$ cat src/rtl/time_display_scan_pkg.sv
// rtl/time_display_scan_pkg.sv - shared constants, glyph table and field mapping for the time display scanner
package time_disp_pkg;

  localparam int NUM_DIGITS = 6;

  localparam logic [7:0] SEG_OFF  = 8'hFF;
  localparam logic [7:0] SEG_DASH = 8'hBF;
  localparam logic [5:0] SEL_OFF  = 6'h3F;

  // Active-low a..g glyphs indexed by nibble value; 10..15 render as a dash.
  localparam logic [15:0][6:0] SEG7_TABLE = {
    7'h3F, 7'h3F, 7'h3F, 7'h3F, 7'h3F, 7'h3F,
    7'h10, 7'h00, 7'h78, 7'h02, 7'h12, 7'h19, 7'h30, 7'h24, 7'h79, 7'h40
  };

  // Bit positions of the set-mode lines inside control.
  localparam logic [1:0] FIELD_HOUR = 2'd2;
  localparam logic [1:0] FIELD_MIN  = 2'd1;
  localparam logic [1:0] FIELD_SEC  = 2'd0;

  // Digits that carry the colon dot.
  localparam logic [2:0] DIGIT_HOUR_UNITS = 3'd1;
  localparam logic [2:0] DIGIT_MIN_UNITS  = 3'd3;

  // Map a digit position to the control bit that governs its field.
  function automatic logic [1:0] field_of_digit(input logic [2:0] digit);
    if (digit < 3'd2)      return FIELD_HOUR;
    else if (digit < 3'd4) return FIELD_MIN;
    else                   return FIELD_SEC;
  endfunction

endpackage

$ cat src/rtl/time_display_scan_if.sv
// rtl/time_display_scan_if.sv - time/control inputs and segment/select outputs of the display scanner
interface time_display_scan_if;
  logic        en;
  logic [23:0] time_in;
  logic [2:0]  control;
  logic [7:0]  seg;
  logic [5:0]  sel;

  modport master (output en, output time_in, output control, input seg, input sel);
  modport slave  (input en, input time_in, input control, output seg, output sel);
endinterface

$ cat src/rtl/time_display_scan_bcd_to_seg7.sv
// rtl/time_display_scan_bcd_to_seg7.sv - BCD nibble to active-low 7-segment glyph, dash for codes above 9
module bcd_to_seg7
  import time_disp_pkg::*;
(
  input  logic [3:0] bcd,
  output logic [6:0] seg_n
);

  // Straight table lookup; invalid BCD entries hold the dash glyph.
  assign seg_n = SEG7_TABLE[bcd];

endmodule

$ cat src/rtl/time_display_scan.sv
// rtl/time_display_scan.sv - 6-digit multiplexed 7-segment scanner with frame snapshot and set-mode blink; optional colon via TIME_DISPLAY_SCAN_COLON_EN
module time_display_scan
  import time_disp_pkg::*;
#(
  parameter int CLK_FREQ = 12000000,
  parameter int SCAN_HZ  = 6000,
  parameter int BLINK_HZ = 2
) (
  input logic             clk,
  input logic             rst_n,
  time_display_scan_if.slave disp
);

  localparam int SCAN_DIV  = CLK_FREQ / SCAN_HZ;
  localparam int BLINK_DIV = CLK_FREQ / (2 * BLINK_HZ);
  localparam int SCAN_W    = $clog2(SCAN_DIV);
  localparam int BLINK_W   = $clog2(BLINK_DIV);
  localparam logic [SCAN_W-1:0]  SCAN_LAST  = SCAN_W'(SCAN_DIV - 1);
  localparam logic [BLINK_W-1:0] BLINK_LAST = BLINK_W'(BLINK_DIV - 1);
  localparam logic [2:0]         LAST_DIGIT = 3'(NUM_DIGITS - 1);

  logic [SCAN_W-1:0]  scan_cnt;
  logic [BLINK_W-1:0] blink_cnt;
  logic               blink_phase;
  logic [2:0]         digit_idx;
  logic [23:0]        snapshot;
  logic               scan_tick;
  logic [3:0]         nibble;
  logic [6:0]         glyph_n;
  logic               dp_n;
  logic               blanked;

  assign scan_tick = (scan_cnt == SCAN_LAST);

  // Digit-step divider, digit index and once-per-frame snapshot of the time word.
  always_ff @(posedge clk) begin
    if (!rst_n) begin
      scan_cnt  <= '0;
      digit_idx <= '0;
      snapshot  <= '0;
    end else begin
      scan_cnt <= scan_tick ? '0 : scan_cnt + 1'b1;
      if (scan_tick) begin
        if (digit_idx == LAST_DIGIT) begin
          digit_idx <= '0;
          snapshot  <= disp.time_in;
        end else begin
          digit_idx <= digit_idx + 3'd1;
        end
      end
    end
  end

  // Blink divider runs independently of en so the blink cadence never stalls.
  always_ff @(posedge clk) begin
    if (!rst_n) begin
      blink_cnt   <= '0;
      blink_phase <= 1'b0;
    end else if (blink_cnt == BLINK_LAST) begin
      blink_cnt   <= '0;
      blink_phase <= ~blink_phase;
    end else begin
      blink_cnt <= blink_cnt + 1'b1;
    end
  end

  // Pick the snapshot nibble for the digit being scanned, leftmost digit first.
  always_comb begin
    nibble = snapshot[23:20];
    case (digit_idx)
      3'd0:    nibble = snapshot[23:20];
      3'd1:    nibble = snapshot[19:16];
      3'd2:    nibble = snapshot[15:12];
      3'd3:    nibble = snapshot[11:8];
      3'd4:    nibble = snapshot[7:4];
      3'd5:    nibble = snapshot[3:0];
      default: nibble = snapshot[23:20];
    endcase
  end

  bcd_to_seg7 u_dec (
    .bcd   (nibble),
    .seg_n (glyph_n)
  );

  assign blanked = blink_phase & ~disp.control[field_of_digit(digit_idx)];

`ifdef TIME_DISPLAY_SCAN_COLON_EN
  assign dp_n = ~(~blink_phase &
                  ((digit_idx == DIGIT_HOUR_UNITS) || (digit_idx == DIGIT_MIN_UNITS)));
`else
  assign dp_n = 1'b1;
`endif

  // Registered digit drive; a blanked digit also suppresses its dot.
  always_ff @(posedge clk) begin
    if (!rst_n || !disp.en) begin
      disp.seg <= SEG_OFF;
      disp.sel <= SEL_OFF;
    end else begin
      disp.sel <= ~(6'b000001 << digit_idx);
      disp.seg <= blanked ? SEG_OFF : {dp_n, glyph_n};
    end
  end

endmodule
$ cat src/flat_wrapper.sv
// flat-port wrapper written by rule: the top's interface ports become plain ports
module time_display_scan_flat import time_disp_pkg::*;
#(
  parameter int CLK_FREQ = 12000000,
  parameter int SCAN_HZ  = 6000,
  parameter int BLINK_HZ = 2
)
  (clk, rst_n, disp_en, disp_time_in, disp_control, disp_seg, disp_sel);
  time_display_scan_if disp_i ();
  input logic clk;
  input logic rst_n;
  input wire logic [$bits(disp_i.en)-1:0] disp_en;
  input wire logic [$bits(disp_i.time_in)-1:0] disp_time_in;
  input wire logic [$bits(disp_i.control)-1:0] disp_control;
  output wire logic [$bits(disp_i.seg)-1:0] disp_seg;
  output wire logic [$bits(disp_i.sel)-1:0] disp_sel;
  assign disp_i.en = disp_en;
  assign disp_i.time_in = disp_time_in;
  assign disp_i.control = disp_control;
  assign disp_seg = disp_i.seg;
  assign disp_sel = disp_i.sel;
  time_display_scan #(.CLK_FREQ(CLK_FREQ), .SCAN_HZ(SCAN_HZ), .BLINK_HZ(BLINK_HZ)) u_core (.clk(clk), .rst_n(rst_n), .disp(disp_i));
endmodule
$ cat config.mk
export PLATFORM = sky130hd
export DESIGN_NAME = time_display_scan_flat
export DESIGN_NICKNAME = d
export VERILOG_FILES = /design/src/rtl/time_display_scan_pkg.sv /design/src/rtl/time_display_scan_if.sv /design/src/rtl/time_display_scan_bcd_to_seg7.sv /design/src/rtl/time_display_scan.sv /design/src/flat_wrapper.sv
export SDC_FILE = /design/constraint.sdc
export NUM_CORES = 1
export LEC_CHECK = 0
export CAP_MARGIN = 25
export CORE_UTILIZATION = 47
export DETAILED_ROUTE_END_ITERATION = 7
export HOLD_SLACK_MARGIN = 0.05
export PLACE_DENSITY = 0.69
export SLEW_MARGIN = 20
export SYNTH_ARGS = -nofsm -noshare
export SYNTH_HDL_FRONTEND = slang
export SYNTH_SLANG_ARGS = --single-unit
$ cat constraint.sdc
create_clock -name clk -period 7.4 [get_ports clk]
set_input_delay 1.11 -clock clk [delete_from_list [all_inputs] [get_ports clk]]
set_output_delay 1.11 -clock clk [all_outputs]
set_load 0.02 [all_outputs]
==> impl_summary.md, run 1 <==
Yosys
The post-synthesis compound-gate area fraction is 8.39%. Summing the areas of all fa, ha and maj instances in the mapped netlist gives 2.23% of the synthesized area. The mux share of post-synthesis cell area is 8.35%. The count of mapped cells out of synthesis is 372. Summing every instance area after synthesis gives 3370 µm². The synthesis warning total is 0. The synthesized netlist devotes 8.05% of its cell area to XOR and XNOR gates. When the netlist entered floorplanning its net count stood at 408. The post-synthesis sequential area ratio is 43.9%. The synthesized design contains 74 register bits. The async set-reset flop share out of synthesis is 0%. In this run, synthesis inferred 0 flip-flops with an integrated enable. The dominant combinational cell family by area after synthesis is simple AND/OR/NAND/NOR gates. The synthesized netlist devotes 25.1% of its cell area to simple gates.

The most used flip-flop cell after synthesis is sky130_fd_sc_hd__dfxtp_1. The mean instance size in the synthesized netlist is 9.06 µm². The number of unique standard cell types used by synthesis is 54.

Placed design
The number of port buffers is 42. Timing analysis after detailed placement gives a worst setup slack of 4.23 ns. The final weighted congestion of routability-driven global placement is 0.886. The total half-perimeter wirelength after legalization and detailed placement is 4.48 mm.

Pwr
The leakage power of the design is 1.39 nW. The maximum VDD drop is 0.0855 mV. The post-route total power is 0.726 mW. For this design the ratio of total power to cell area is 181 nW/µm².

Floorplan
Measured along the y axis, the die boundary spans 86.7 µm. After floorplanning, the core was divided into 30 placement rows. The floorplan step defined a core boundary enclosing 6870 µm². The number of ports placed on the die boundary is 44.

The initial utilization of the core area, before any placement, comes to 49.1%. The horizontal extent of the die is 86.7 µm. The die covers 7520 µm².

Detailed routing
For this block, the via count after detailed routing is 2,570. The detail route stage leaves a number of antenna-violating nets equal to 0. The DRC violation count after routing is 0.

The sum of routed wire length over all layers is 6.42 mm. In the routed layout, each cell is associated on average with a via count of 5.03. The average wire length per cell after detail routing is 12.6 µm. The DRC violation total after the first TritonRoute iteration is 107. The first TritonRoute pass finished after 5 iterations.

STA
Summed over all failing endpoints, the final setup total negative slack is 0 ns. The maximum frequency from static timing analysis is 310 MHz. The fraction of the cycle the final worst path needs is 43.6%.

Setup repair after global routing left no endpoint under its margin. The worst pin sits at a relative slew slack of 45.5%. The max-slew violation count came to 0. The worst-case hold slack is 0.446 ns. The final period demand of the worst path is 3.23 ns. The total count of hold-check failures in the final report is 0. Setup violations remaining at the end of the flow were counted as 0. For the final database, setup skew stands at 0.00651 ns. The setup slack after layout is 4.17 ns.

For the pin with the worst max-slew slack, the measured transition is 0.816 ns.

Setup path
The worst setup path is captured at a flop. The maximum net fanout on the critical path is 25. In this run the critical register-to-register path is launched from u_core.digit_idx[0]. At the worst endpoint, the required time is 7.64 ns. Tracing the worst setup path back leads to its startpoint at u_core.digit_idx[0].

The critical path launch point type is a flop. The category of the most critical setup path is flop to flop. STA puts the critical path data arrival time at 3.46 ns.

Min path
The min-delay analysis places its worst path in the category flop to flop. In this run the most critical hold path is launched from u_core.scan_cnt[0].

GRT
The number of global-route vias before repair is 2,343. The overall fraction of global-route tracks in use is 18.5%. The initial antenna violation count was 0. The first global-routing pass estimated 10.8 mm of wire. The largest net degree at the start of global routing is 35. Global routing finished with a remaining overflow of 0.

CTS
Clock tree synthesis found a total of 74 sinks. Buffers inserted to repair hold after CTS numbered 0. Gates resized during post-CTS repair numbered 0. The clock passes through at most 2 buffers. The root buffer cell chosen for the clock tree is sky130_fd_sc_hd__clkbuf_8.

In this run, CTS created clock tree buffers numbering 9. TritonCTS built the clock tree. In this run the post-CTS setup repair buffer count came out at 0. Clock latency on the worst-skew pair, taken at its later pin, is 0.34 ns.

The clock tree synthesis step divided the H-tree into 3 levels. After clock tree synthesis, the clock-pin slew on the worst setup and hold paths is 0.07 ns.

Layout
The area growth from synthesis to layout is 19.1%. The fill cell instance count of the final layout is 626. The share of final-layout standard cells stronger than drive strength 1 is 6.02%. The top cell types in the final layout, fill and taps aside, are sky130_fd_sc_hd__dfxtp_1 (74), sky130_fd_sc_hd__nor2_1 (53), sky130_fd_sc_hd__clkdlybuf4s50_1 (42). The net count of the finished layout is 446.

The number of antenna diodes is 0. The commonest non-fill, non-tap cell in the layout is sky130_fd_sc_hd__dfxtp_1.

Run status
The run finished with clean final reports.

Job
Across the run, the number of max-cap violations was 0.
==> final timing paths <==
kind / end / slack [ns] / depth (start not counted)
max reg2reg: u_core.disp.seg[2] / 4.17 / 10
min reg2reg: u_core.scan_cnt[0] / 0.45 / 1
min: u_core.scan_cnt[0] / 0.45 / 1
max: u_core.disp.seg[2] / 4.17 / 10
==> flip-flops by register name (all words and copies together), names as in the netlist <==
| register | cells |
|---|---|
| u_core.snapshot | 24 |
| u_core.scan_cnt | 11 |
| u_core.disp.sel | 6 |
| u_core.blink_phase | 1 |
| u_core.digit_idx | 3 |
| u_core.disp.seg | 7 |
| u_core.blink_cnt | 22 |
==> cells by family after synthesis <==
family	after synthesis
fa+ha+maj	6
other cells	1
xor+xnor	31
flops	74
buf+inv	27
mux	28
simple gates	168
compound gates	37
==> per-layer routing <==
layer / GRT usage (%) / part of all wire (%)
met1: 23.4 / 47
met2: 29.9 / 46
met3: 4.67 / 5.1
met4: 7.88 / 1.4
met5: 0 / 0
==> synthesized netlist by cell type, types with 2 or more instances <==
master / n / area, µm²
sky130_fd_sc_hd__nor2b_1: 28 / 175
sky130_fd_sc_hd__nor3_1: 5 / 25.0
sky130_fd_sc_hd__a21boi_1: 2 / 15.0
sky130_fd_sc_hd__nand4_1: 6 / 37.5
sky130_fd_sc_hd__a21oi_1: 4 / 20.0
sky130_fd_sc_hd__a21boi_0: 2 / 15.0
sky130_fd_sc_hd__o21ai_1: 2 / 10.0
sky130_fd_sc_hd__buf_2: 8 / 40.0
sky130_fd_sc_hd__dfxtp_1: 74 / 1480
sky130_fd_sc_hd__inv_1: 10 / 37.5
sky130_fd_sc_hd__ha_1: 6 / 75.1
sky130_fd_sc_hd__xor2_1: 15 / 131
sky130_fd_sc_hd__nand2b_1: 5 / 31.3
sky130_fd_sc_hd__nand2_1: 24 / 90.1
sky130_fd_sc_hd__o311ai_0: 2 / 17.5
sky130_fd_sc_hd__o21ai_0: 9 / 45.0
sky130_fd_sc_hd__xnor2_1: 16 / 140
sky130_fd_sc_hd__and3_1: 8 / 50.1
sky130_fd_sc_hd__and2_1: 6 / 37.5
sky130_fd_sc_hd__nand3_1: 20 / 100
sky130_fd_sc_hd__clkbuf_1: 4 / 15.0
sky130_fd_sc_hd__nor2_1: 53 / 199
sky130_fd_sc_hd__or3_1: 2 / 12.5
sky130_fd_sc_hd__a211oi_1: 2 / 15.0
sky130_fd_sc_hd__buf_4: 3 / 22.5
sky130_fd_sc_hd__nor3b_1: 2 / 15.0
sky130_fd_sc_hd__mux2i_1: 27 / 270
==> final cells by class <==
| type | instances | area, µm² | area share, % |
|---|---|---|---|
| inverters | 10 | 37.5 | 0.935 |
| well taps | 96 | 120 | 2.99 |
| flip-flops and latches | 74 | 1480 | 36.9 |
| clock buffers | 12 | 155 | 3.86 |
| repair buffers | 44 | 435 | 10.8 |
| clock inverters | 4 | 26.3 | 0.654 |
| multi-input cells | 271 | 1760 | 43.8 |
==> per-stage QoR <==
stage          cell area [µm²]  util (%)  instances
6_report                  4020      58.5        511
5_1_grt                   4020      58.5        511
4_1_cts                   4020      58.5        511
3_5_place_dp              3830      55.8        495
3_3_place_gp              3830      55.8        495
2_1_floorplan             3370         -        372
==> where the power goes <==
| group | total [mW] | switching [mW] | internal (mW) |
|---|---|---|---|
| logic | 0.0380 | 0.0152 | 0.0228 |
| registers | 0.406 | 0.00274 | 0.403 |
| clock network | 0.282 | 0.143 | 0.140 |
==> critical path, stage by stage (launching register included) <==
cell	delay (ns)
sky130_fd_sc_hd__dfxtp_1	0.86
sky130_fd_sc_hd__and2_1	0.23
sky130_fd_sc_hd__ha_1	0.30
sky130_fd_sc_hd__nand2b_1	0.28
sky130_fd_sc_hd__nor2_1	0.06
sky130_fd_sc_hd__a2111oi_0	0.54
sky130_fd_sc_hd__nor2_1	0.19
sky130_fd_sc_hd__inv_1	0.15
sky130_fd_sc_hd__ha_1	0.16
sky130_fd_sc_hd__inv_1	0.05
sky130_fd_sc_hd__o311ai_0	0.30
No activity file was read; power rests on OpenSTA's default activity.
==> run 2, diff against run 1 <==
--- a/config.mk
+++ b/config.mk
@@ -9,7 +9,7 @@
 export CORE_UTILIZATION = 47
 export DETAILED_ROUTE_END_ITERATION = 7
 export HOLD_SLACK_MARGIN = 0.05
-export PLACE_DENSITY = 0.69
+export PLACE_DENSITY = 0.71
 export SLEW_MARGIN = 20
 export SYNTH_ARGS = -nofsm -noshare
 export SYNTH_HDL_FRONTEND = slang
==> constraint.sdc (replaced) <==
create_clock -name clk -period 2.8 [get_ports clk]
set_input_delay 0.42 -clock clk [delete_from_list [all_inputs] [get_ports clk]]
set_output_delay 0.42 -clock clk [all_outputs]
set_load 0.02 [all_outputs]
==> impl_summary.md, run 2 (same netlist as run 1, synthesis figures left out) <==
STA
The setup slack after layout is 0.316 ns (-3.86 ns). The sum of negative setup slack is 0 ns (unchanged). The max-slew violation count was 0 (unchanged). The setup skew after layout is 0.00819 ns (+0.00168 ns). The actual slew at the worst max-slew pin is 0.796 ns (-0.0199 ns). The total of endpoints with negative setup slack in the final report was 0 (unchanged). The fraction of the cycle the final worst path needs is 88.7% (+45 points). The final period demand of the worst path is 2.48 ns (-0.742 ns). The total count of hold-check failures in the final report is 0 (unchanged). The maximum frequency from static timing analysis is 403 MHz (+30%). Setup repair after global routing left no endpoint under its margin. The worst relative slew slack is 46.9% (+1.4 points).

Pwr
The leakage power of the design is 1.43 nW (+3.0%). The maximum VDD drop is 0.292 mV (+240%). The areal power density over the cells was 478 nW/µm² (+160%).

Detailed routing
The sum of routed wire length over all layers was 6.38 mm (-0.73%). The mean number of vias per cell is 4.94 (-1.7%). The average wire length per cell after detail routing is 12.4 µm (-1.7%). The DRC violation total after the first TritonRoute iteration came to 87 (-19%).

The detailed-route via count is 2,550 (-0.78%). The number of iterations in the first detailed-routing pass is 4 (-1). The DRC violation count after routing is 0 (unchanged). The antenna violation net count after detailed routing was 0 (unchanged).

CTS
The maximum level of the CTS H-tree is 3 (unchanged). TritonCTS built the clock tree. The number of buffers inserted for hold repair after clock tree synthesis was 0 (unchanged). The number of gates resized after cts is 0 (unchanged). The root buffer cell is sky130_fd_sc_hd__clkbuf_8. The CTS sink count is 74 (unchanged). The total setup buffers inserted after CTS was 0 (unchanged). The worst-skew pair later-pin latency is 0.34 ns (about the same). The clock transition at the register clock pins on the worst setup and hold paths after CTS is 0.07 ns (about the same). The number of buffers created by CTS is 9 (unchanged).

The clock tree buffer depth is 2 (unchanged).

GRT
The fraction of met3 tracks used by global routing is 4.67% (unchanged). The largest net degree at the start of global routing was 25 (-29%). The routing usage on met1 is 22.7% (-0.74 points). The initial antenna violation count was 0 (unchanged). The overall fraction of global-route tracks in use is 18.2% (-0.30 points). The routing usage on met2 is 28.8% (-1.2 points). The layer flagged by global routing as most heavily used is met2.

The number of global-route vias before repair is 2,295 (-2.0%). The global-route wire length before repair is 10.5 mm (-2.6%). The total global routing overflow came to 0 (unchanged).

Layout
The end-of-flow core utilization came to 59.2% (+0.77 points). The commonest non-fill, non-tap cell in the layout is sky130_fd_sc_hd__dfxtp_1. The signed area change from the synthesized netlist to the final layout is 20.7%. The share of final-layout standard cells stronger than drive strength 1 was 7.38% (+1.4 points).

Leaving out fill and tap cells, the most frequent cells in the layout are sky130_fd_sc_hd__dfxtp_1 (74), sky130_fd_sc_hd__nor2_1 (53), sky130_fd_sc_hd__clkdlybuf4s50_1 (42). The largest registers in the layout are u_core.snapshot x24, u_core.blink_cnt x22, u_core.scan_cnt x11. Ranked by flip-flop count, first place goes to u_core.snapshot. The fill cell instance count of the final layout is 622 (-0.64%). The flip-flop count of the largest register, all copies and words added came to 24 (unchanged). The number of antenna diodes was 0 (unchanged). The net count of the finished layout is 452 (+1.3%).

The number of non-filler instances in the completed layout is 516 (+0.98%). The area of all placed cells without fillers was 4070 µm² (+1.3%).

Min path
The min-delay analysis places its worst path in the category flop to flop. The start point of the worst min-delay path is u_core.scan_cnt[0].

Floorplan
The horizontal extent of the die is 86.7 µm (unchanged). The die area is 7520 µm² (unchanged). The core area is 6870 µm² (unchanged). The number of ports placed on the die boundary came to 44 (unchanged). The initial core utilization is 49.1% (unchanged). The height of the die is 86.7 µm (unchanged).

The total number of placement rows is 30 (unchanged).

Placed design
The final weighted congestion of routability-driven global placement is 0.935 (+5.5%). The number of port buffers is 42 (unchanged). The post-placement cell count came to 501 (+1.2%).

The cell area after placement was 3880 µm² (+1.2%). The total half-perimeter wirelength after legalization and detailed placement is 4.62 mm (+3.0%). The post-place setup slack is 0.340 ns (-3.89 ns).

Setup path
The largest stage delay on the critical path is 0.43 ns (-0.43 ns). The arrival time of data at the critical path endpoint came to 2.69 ns (-0.77 ns). The worst setup path is captured at a flop. The slowest stage of the critical path is the sky130_fd_sc_hd__a221oi_2 cell.

Tracing the worst setup path back leads to its startpoint at u_core.digit_idx[2]. Traced cell by cell, the critical path runs through inv_1 -> ha_1 -> nand2b_1 -> o311ai_0 -> a221oi_2 -> nor2_1 -> inv_1 -> ha_1 -> nor2_1 -> o21ai_0. The worst reg2reg path startpoint is u_core.digit_idx[2].

The maximum net fanout on the critical path is 7 (-72%). The category of the most critical setup path is flop to flop. The critical path buffer and inverter count was 2 (unchanged). The critical path launch point type is a flop.

The critical path's top delay family is compound AO/OA/AOI/OAI gates. The required time of the worst setup path is 3.00 ns (-4.64 ns).

Run status
The flow ran to the end, and the final reports show no timing, DRC or antenna violations.

Job
The count of maximum capacitance violations is 0 (unchanged).
-- run 2: changes by cell type in the layout (fill, tap and decap cells not counted), sizes merged --
cell	change
clkbuf	+1
buf	+6
clkinv	-1
clkinvlp	-1
-- run 2: cell type report --
cell class                 count  area, µm²  share of cell area (%)
tap                           96        120                    2.95
sequential                    74       1480                    36.4
timing repair buffer          50        480                    11.8
clock inverter                 2       10.0                   0.246
multi-input combinational    271       1760                    43.3
clock buffer                  13        179                    4.40
inverter                      10       37.5                   0.923
-- run 2: final timing paths --
path	end	slack, ns	cells past startpoint
max	u_core.disp.seg[1]	0.32	10
min	u_core.scan_cnt[0]	0.44	1
max reg2reg	u_core.disp.seg[1]	0.32	10
min reg2reg	u_core.scan_cnt[0]	0.44	1
-- run 2: layer usage --
metal / wire length [µm] / share of wire [%] / vias up
met3: 327 / 5.1 / 13
met1: 3010 / 47 / 1130
met5: 0 / 0 / -
met2: 2870 / 45 / 65
li1: - / - / 1342
met4: 160 / 2.5 / 0
-- run 2: per-stage QoR --
step,power (mW),hold WS (ns)
finish,1.94,0.440
global route,2.03,0.463
CTS,1.97,0.442
detailed placement,1.20,0.433
global placement,1.20,0.424
floorplan,1.14,0.413
-- run 2: where the power goes --
group | internal (mW) | total [mW] | switching [mW]
combinational | 0.0602 | 0.0996 | 0.0395
clock | 0.411 | 0.771 | 0.360
sequential | 1.06 | 1.07 | 0.00727
